**config.mk**
```make
export PLATFORM = sky130hd
export DESIGN_NAME = truth_table_eval_flat
export DESIGN_NICKNAME = d
export VERILOG_FILES = /design/src/rtl/truth_table_eval_pkg.sv /design/src/rtl/truth_table_eval_if.sv /design/src/rtl/truth_table_eval_stability_filter.sv /design/src/rtl/truth_table_eval.sv /design/src/flat_wrapper.sv
export SDC_FILE = /design/constraint.sdc
export NUM_CORES = 1
export LEC_CHECK = 0
export ABC_AREA = 1
export CAP_MARGIN = 40
export CORE_ASPECT_RATIO = 1.25
export CORE_MARGIN = 3
export CORE_UTILIZATION = 25
export CTS_CLUSTER_SIZE = 16
export DETAILED_ROUTE_END_ITERATION = 10
export PLACE_DENSITY_LB_ADDON = 0.05
export SETUP_SLACK_MARGIN = 0.05
export SKIP_LAST_GASP = 1
export SLEW_MARGIN = 0
export SYNTH_ARGS = -nofsm -noshare
export SYNTH_HDL_FRONTEND = slang
export SYNTH_SLANG_ARGS = --single-unit
```
**constraint.sdc**
```tcl
create_clock -name clk -period 1.7 [get_ports clk]
set_input_delay 0.255 -clock clk [delete_from_list [all_inputs] [get_ports clk]]
set_output_delay 0.255 -clock clk [all_outputs]
set_load 0.02 [all_outputs]
```
**src/rtl/truth_table_eval_pkg.sv**
```systemverilog
// Shared types and sizing rules for the reloadable truth-table gate.
// Everything here is pure elaboration-time: no logic, no latency, no flow control.
package truth_table_pkg;

  typedef enum logic {
    SETTLING = 1'b0,
    STABLE   = 1'b1
  } state_e;

  function automatic int tt_width(input int n);
    return 1 << n;
  endfunction

  // Settle counter width is max(1, clog2(settle)); it counts 0..settle-1.
  function automatic int cnt_width(input int settle);
    return (settle <= 2) ? 1 : $clog2(settle);
  endfunction

endpackage

```
**src/rtl/truth_table_eval_if.sv**
```systemverilog
// Gate-side bus: input vector, table-load handshake and settled output.
// master drives inputs and table offers; slave (the gate) answers with ready and outputs.
interface truth_table_eval_if
  import truth_table_pkg::*;
#(
  parameter int N_IN = 3
);
  logic [N_IN-1:0]           in;
  logic                      cfg_valid;
  logic [tt_width(N_IN)-1:0] cfg_data;
  logic                      cfg_ready;
  logic                      out;
  logic                      out_valid;
  logic                      changed;

  modport master (
    output in, cfg_valid, cfg_data,
    input  cfg_ready, out, out_valid, changed
  );

  modport slave (
    input  in, cfg_valid, cfg_data,
    output cfg_ready, out, out_valid, changed
  );
endinterface

```
**src/rtl/truth_table_eval_stability_filter.sv**
```systemverilog
// Input settling filter: flags the edge at which the input has matched its previous sample SETTLE times in a row.
// Latency: settle asserts SETTLE edges after a new value is first sampled; restart/hold come from the owner, no backpressure.
module stability_filter
  import truth_table_pkg::*;
#(
  parameter int N_IN   = 3,
  parameter int SETTLE = 4
) (
  input  logic            clk,
  input  logic            rst_n,
  input  logic [N_IN-1:0] in,
  input  logic            hold,
  input  logic            restart,
  output logic [N_IN-1:0] in_q,
  output logic            match,
  output logic            settle
);

  localparam int                 CNT_W    = cnt_width(SETTLE);
  localparam logic [CNT_W-1:0] CNT_LAST = CNT_W'(SETTLE - 1);

  logic [N_IN-1:0]  in_d;
  logic [CNT_W-1:0] cnt_q;
  logic [CNT_W-1:0] cnt_d;

  always_comb begin
    in_d   = in;
    cnt_d  = cnt_q;
    match  = (in == in_q);
    settle = 1'b0;

    // Any disturbance, or a table reload, restarts the stability window.
    if (!match || restart) begin
      cnt_d = '0;
    end else if (!hold && (cnt_q != CNT_LAST)) begin
      cnt_d = cnt_q + CNT_W'(1);
    end

    settle = match && !hold && (cnt_q == CNT_LAST);
  end

  always_ff @(posedge clk or negedge rst_n) begin
    if (!rst_n) begin
      in_q  <= '0;
      cnt_q <= '0;
    end else begin
      in_q  <= in_d;
      cnt_q <= cnt_d;
    end
  end

endmodule

```
**src/rtl/truth_table_eval.sv**
```systemverilog
// N-input gate evaluated from a reloadable truth table, with output gated by an input settling filter.
// Latency: SETTLE edges from new input or table load to out/out_valid; table loads are taken only while STABLE.
module truth_table_eval
  import truth_table_pkg::*;
#(
  parameter int                         N_IN       = 3,
  parameter int                         SETTLE     = 4,
  parameter logic [tt_width(N_IN)-1:0] DEFAULT_TT = 8'hA0
) (
  input  logic               clk,
  input  logic               rst_n,
  truth_table_eval_if.slave  bus
);

  localparam int TT_W = tt_width(N_IN);

  state_e            state_q;
  state_e            state_d;
  logic [TT_W-1:0]   tt_q;
  logic [TT_W-1:0]   tt_d;
  logic              out_q;
  logic              out_d;
  logic              out_valid_q;
  logic              out_valid_d;
  logic              changed_q;
  logic              changed_d;

  logic [N_IN-1:0]   in_q;
  logic              match;
  logic              settle;
  logic              cfg_accept;
  logic              tt_bit;

  stability_filter #(
    .N_IN   (N_IN),
    .SETTLE (SETTLE)
  ) u_filter (
    .clk     (clk),
    .rst_n   (rst_n),
    .in      (bus.in),
    .hold    (state_q == STABLE),
    .restart (cfg_accept),
    .in_q    (in_q),
    .match   (match),
    .settle  (settle)
  );

  always_comb begin
    state_d     = state_q;
    tt_d        = tt_q;
    out_d       = out_q;
    out_valid_d = out_valid_q;
    changed_d   = 1'b0;
    cfg_accept  = bus.cfg_valid && (state_q == STABLE);
    tt_bit      = tt_q[in_q];

    if (cfg_accept) begin
      tt_d = bus.cfg_data;
    end

    case (state_q)
      SETTLING: begin
        if (settle) begin
          state_d     = STABLE;
          out_d       = tt_bit;
          out_valid_d = 1'b1;
          changed_d   = (tt_bit != out_q);
        end
      end
      STABLE: begin
        // A reload and an input change both just reopen the window; out keeps its last settled value.
        if (!match || cfg_accept) begin
          state_d     = SETTLING;
          out_valid_d = 1'b0;
        end
      end
      default: begin
        state_d     = SETTLING;
        out_valid_d = 1'b0;
      end
    endcase
  end

  always_ff @(posedge clk or negedge rst_n) begin
    if (!rst_n) begin
      state_q     <= SETTLING;
      tt_q        <= DEFAULT_TT;
      out_q       <= 1'b0;
      out_valid_q <= 1'b0;
      changed_q   <= 1'b0;
    end else begin
      state_q     <= state_d;
      tt_q        <= tt_d;
      out_q       <= out_d;
      out_valid_q <= out_valid_d;
      changed_q   <= changed_d;
    end
  end

  assign bus.cfg_ready = (state_q == STABLE);
  assign bus.out       = out_q;
  assign bus.out_valid = out_valid_q;
  assign bus.changed   = changed_q;

endmodule

```
**src/flat_wrapper.sv**
```systemverilog
// flat-port wrapper written by rule: the top's interface ports become plain ports
module truth_table_eval_flat import truth_table_pkg::*;
#(
  parameter int                         N_IN       = 3,
  parameter int                         SETTLE     = 4,
  parameter logic [tt_width(N_IN)-1:0] DEFAULT_TT = 8'hA0
)
  (clk, rst_n, bus_in, bus_cfg_valid, bus_cfg_data, bus_cfg_ready, bus_out, bus_out_valid, bus_changed);
  truth_table_eval_if #(.N_IN(N_IN)) bus_i ();
  input  logic clk;
  input  logic rst_n;
  input wire logic [$bits(bus_i.in)-1:0] bus_in;
  input wire logic [$bits(bus_i.cfg_valid)-1:0] bus_cfg_valid;
  input wire logic [$bits(bus_i.cfg_data)-1:0] bus_cfg_data;
  output wire logic [$bits(bus_i.cfg_ready)-1:0] bus_cfg_ready;
  output wire logic [$bits(bus_i.out)-1:0] bus_out;
  output wire logic [$bits(bus_i.out_valid)-1:0] bus_out_valid;
  output wire logic [$bits(bus_i.changed)-1:0] bus_changed;
  assign bus_i.in = bus_in;
  assign bus_i.cfg_valid = bus_cfg_valid;
  assign bus_i.cfg_data = bus_cfg_data;
  assign bus_cfg_ready = bus_i.cfg_ready;
  assign bus_out = bus_i.out;
  assign bus_out_valid = bus_i.out_valid;
  assign bus_changed = bus_i.changed;
  truth_table_eval #(.N_IN(N_IN), .SETTLE(SETTLE), .DEFAULT_TT(DEFAULT_TT)) u_core (.clk(clk), .rst_n(rst_n), .bus(bus_i));
endmodule
```
==> reports/metrics.cfg <==
[finish]
area_of_the_multi_input_gates_um2 = 298
sequential_area_um2 = 428
drive_above_1_share_pct = 11.3
finalNetCount = 131
antenna-diode-count = 0
finalCoreUtilization_pct = 35.0
layout.filler_cells = 339
flow.area_growth_from_synthesis_pct = 32.9

[place]
port_buffers = 17
hpwlAfterDp_um = 1220
globalplace.congestion = 0.702

[flow_run]
maxCapViolations = 0

[clock_tree]
post_cts_hold_buffer_count = 0
clk_pin_slew_ns = 0.11
clk-insertion-delay-late_ns = 0.29
tritoncts_clock_tree = yes
cts_buffers = 3
max-clock-path-buffers = 2
clockRootBuffer = clkbuf_4
cts.htree.levels = 1
clock_sinks = 17

[critical_path]
cp_data_required_time_ns = 1.44
critical_path.top_delay_family = buffers and inverters
crit_path_start_kind = flop
critical_path_peak_fanout = 2
max_stage_delay_ns = 0.61
worst_setup_path_end_kind = primary output
critical_path_cell_count = 1
timing.reg2reg.worst_path_depth = 5
crit-reg2reg-launch = u_core.u_filter.in_q[0]
crit_start = u_core.bus.out_valid
slowest_stage = clkdlybuf4s50_1
critical_path.cell_chain = clkdlybuf4s50_1
worst-r2r-setup-slack_ns = 0.52
timing.critical_path.buf_inv = 1
worst_ep_arrival_time_ns = 1.24
timing_worst_setup_path_type = reg2out
crit-reg2reg-capture = u_core.bus.changed
cp-endpoint = bus_out_valid

[floorplan]
die-area_mm2 = 0.00384
vertical_die_dimension_um = 68.6
die_w_um = 56.1
initial_core_util_pct = 26.3
rows = 22
pin_count = 18
placeableCoreArea_mm2 = 0.00297

[grt]
global_route.usage.total_pct = 9.88
maximum_number_of_pins_on_one_net_before_global_route_repair = 18
grt_antenna_before_repair = 0
globalRouteOverflowTotal = 0
grt_pass1_vias = 701
grt_pass1_wl_um = 2940

[logic_synthesis]
syn_area_per_cell_um2 = 8.42
netlist_area_um2 = 783
yosysUniqueCellTypes = 18
synthesis.yosys.warnings = 0
ys_seq_elements = 17
synth-seq-area-share_pct = 54.6
gate_count_after_technology_mapping = 93
syn_nets = 108

[sta]
final_max_slew_violation_count = 0
grt_setup_unrepaired = no
finalSetupTns_ns = 0
timing.final.setup_violations = 0
final_period_minus_worst_setup_slack_ns = 1.49
timing.fmax_mhz = 670
relSlewSlack_pct = 84.8
worst-slew-pin-transition_ns = 0.228
final-hold-violation-count = 0
hold_ws_ns = 0.278
final_min_period_over_clock_period_pct = 87.7
layout_skew_ns = 0.00915

[power]
power.ir.vdd_worst_mv = 0.332
power.static_leakage_nw = 0.521
cellPowerDensity_mw_per_mm2 = 708

[drt]
wl_per_cell_um = 10.4
detail_route.iter0.violations = 10
first_pass_iters = 2
drcViolationCount = 0
route.antenna.remaining_nets = 0
avgViaCountPerCell = 4.20
route.vias.total = 634
drt-total-wl_um = 1570

[worst_hold_path]
worst_hold_path_type = in2async

[outcome]
status = finished clean

[state kept, by name (all words and copies together) (netlist names)]
signal / cells
u_core.bus.cfg_ready: 1
u_core.bus.changed: 1
u_core.bus.out: 1
u_core.bus.out_valid: 1
u_core.tt_q: 8
u_core.u_filter.cnt_q: 2
u_core.u_filter.in_q: 3
[stage by stage]
step	setup slack [ns]	std cells	power, mW	instance area [um^2]
3_5_place_dp	0.276	147	0.527	1010
5_1_grt	0.133	151	0.780	1040
2_1_floorplan	0.581	93	0.472	783
3_3_place_gp	0.261	147	0.526	1010
6_report	0.208	151	0.737	1040
4_1_cts	0.0682	151	0.748	1040
[kinds of logic (layout without fill, tap and decap cells)]
group / count (synthesis) / count (layout) / synth area share [%]
buf+inv: 15 / 37 / 7.35
flops: 17 / 17 / 54.6
xor+xnor: 4 / 4 / 4.47
fa+ha+maj: 1 / 1 / 1.60
compound gates: 12 / 12 / 7.99
simple gates: 44 / 44 / 24.0
[placed cells by master, fill, tap and decap left out]
cell type         n
nand2_1          20
clkdlybuf4s50_1  15
dfrtp_1          15
nor2_1           13
inv_1            10
a21oi_1           9
nand3_1           7
xnor2_1           4
clkbuf_4          3
inv_2             2
clkinv_1          2
nor2_2            2
dlymetal6s2s_1    2
buf_4             2
dfstp_2           2
nand4_1           1
nand3_2           1
o21bai_1          1
o21ai_1           1
o21ai_0           1
ha_1              1
clkinv_2          1
[how the worst min path moves through the flow]
| stage | startpoint | endpoint | slack [ns] |
|---|---|---|---|
| finish | rst_n | u_core.tt_q[2] | 0.28 |
| floorplan | rst_n | u_core.bus.cfg_ready | -0.04 |
| CTS | rst_n | u_core.tt_q[2] | 0.29 |
| global placement | u_core.tt_q[5] | u_core.tt_q[5] | 0.48 |
| detailed placement | u_core.tt_q[5] | u_core.tt_q[5] | 0.49 |
| global route | rst_n | u_core.tt_q[1] | 0.31 |
[synthesized netlist by cell type (all sizes together)]
cell type	number	area, um^2
dfrtp	15	375
dfstp	2	52.6
ha	1	12.5
nand4	1	6.26
o21ai	2	10.0
clkinv	2	7.51
inv	12	45.1
o21bai	1	7.51
nor2	15	61.3
nand3	8	45.0
nand2	20	75.1
a21oi	9	45.0
xnor2	4	35.0
buf	1	5.00
[final cells by class]
| cell class | instances | area share [%] |
|---|---|---|
| Multi-Input combinational cell | 61 | 28.6 |
| Timing Repair Buffer | 19 | 18.3 |
| Clock buffer | 3 | 2.16 |
| Inverter | 14 | 5.05 |
| Tap cell | 36 | 4.33 |
| Sequential cell | 17 | 41.1 |
| Clock inverter | 1 | 0.481 |
[where the power goes]
part / leakage, nW / switching [mW] / internal [mW]
logic: 0.311 / 0.0410 / 0.0490
registers: 0.193 / 0.00940 / 0.417
clock network: 0.0177 / 0.133 / 0.0874
[metal layers]
metal | global-route usage (%) | part of all wire, %
met4 | 6.23 | 1.5
met2 | 17.0 | 50
met1 | 10.9 | 42
met5 | 0 | 0
met3 | 2.79 | 5.9
[what timing repair did]
action,CTS,global route
buffers inserted,0,0
resized for setup,0,2
endpoints found under the setup margin,0,2
Power figures use the tool's default switching activity.
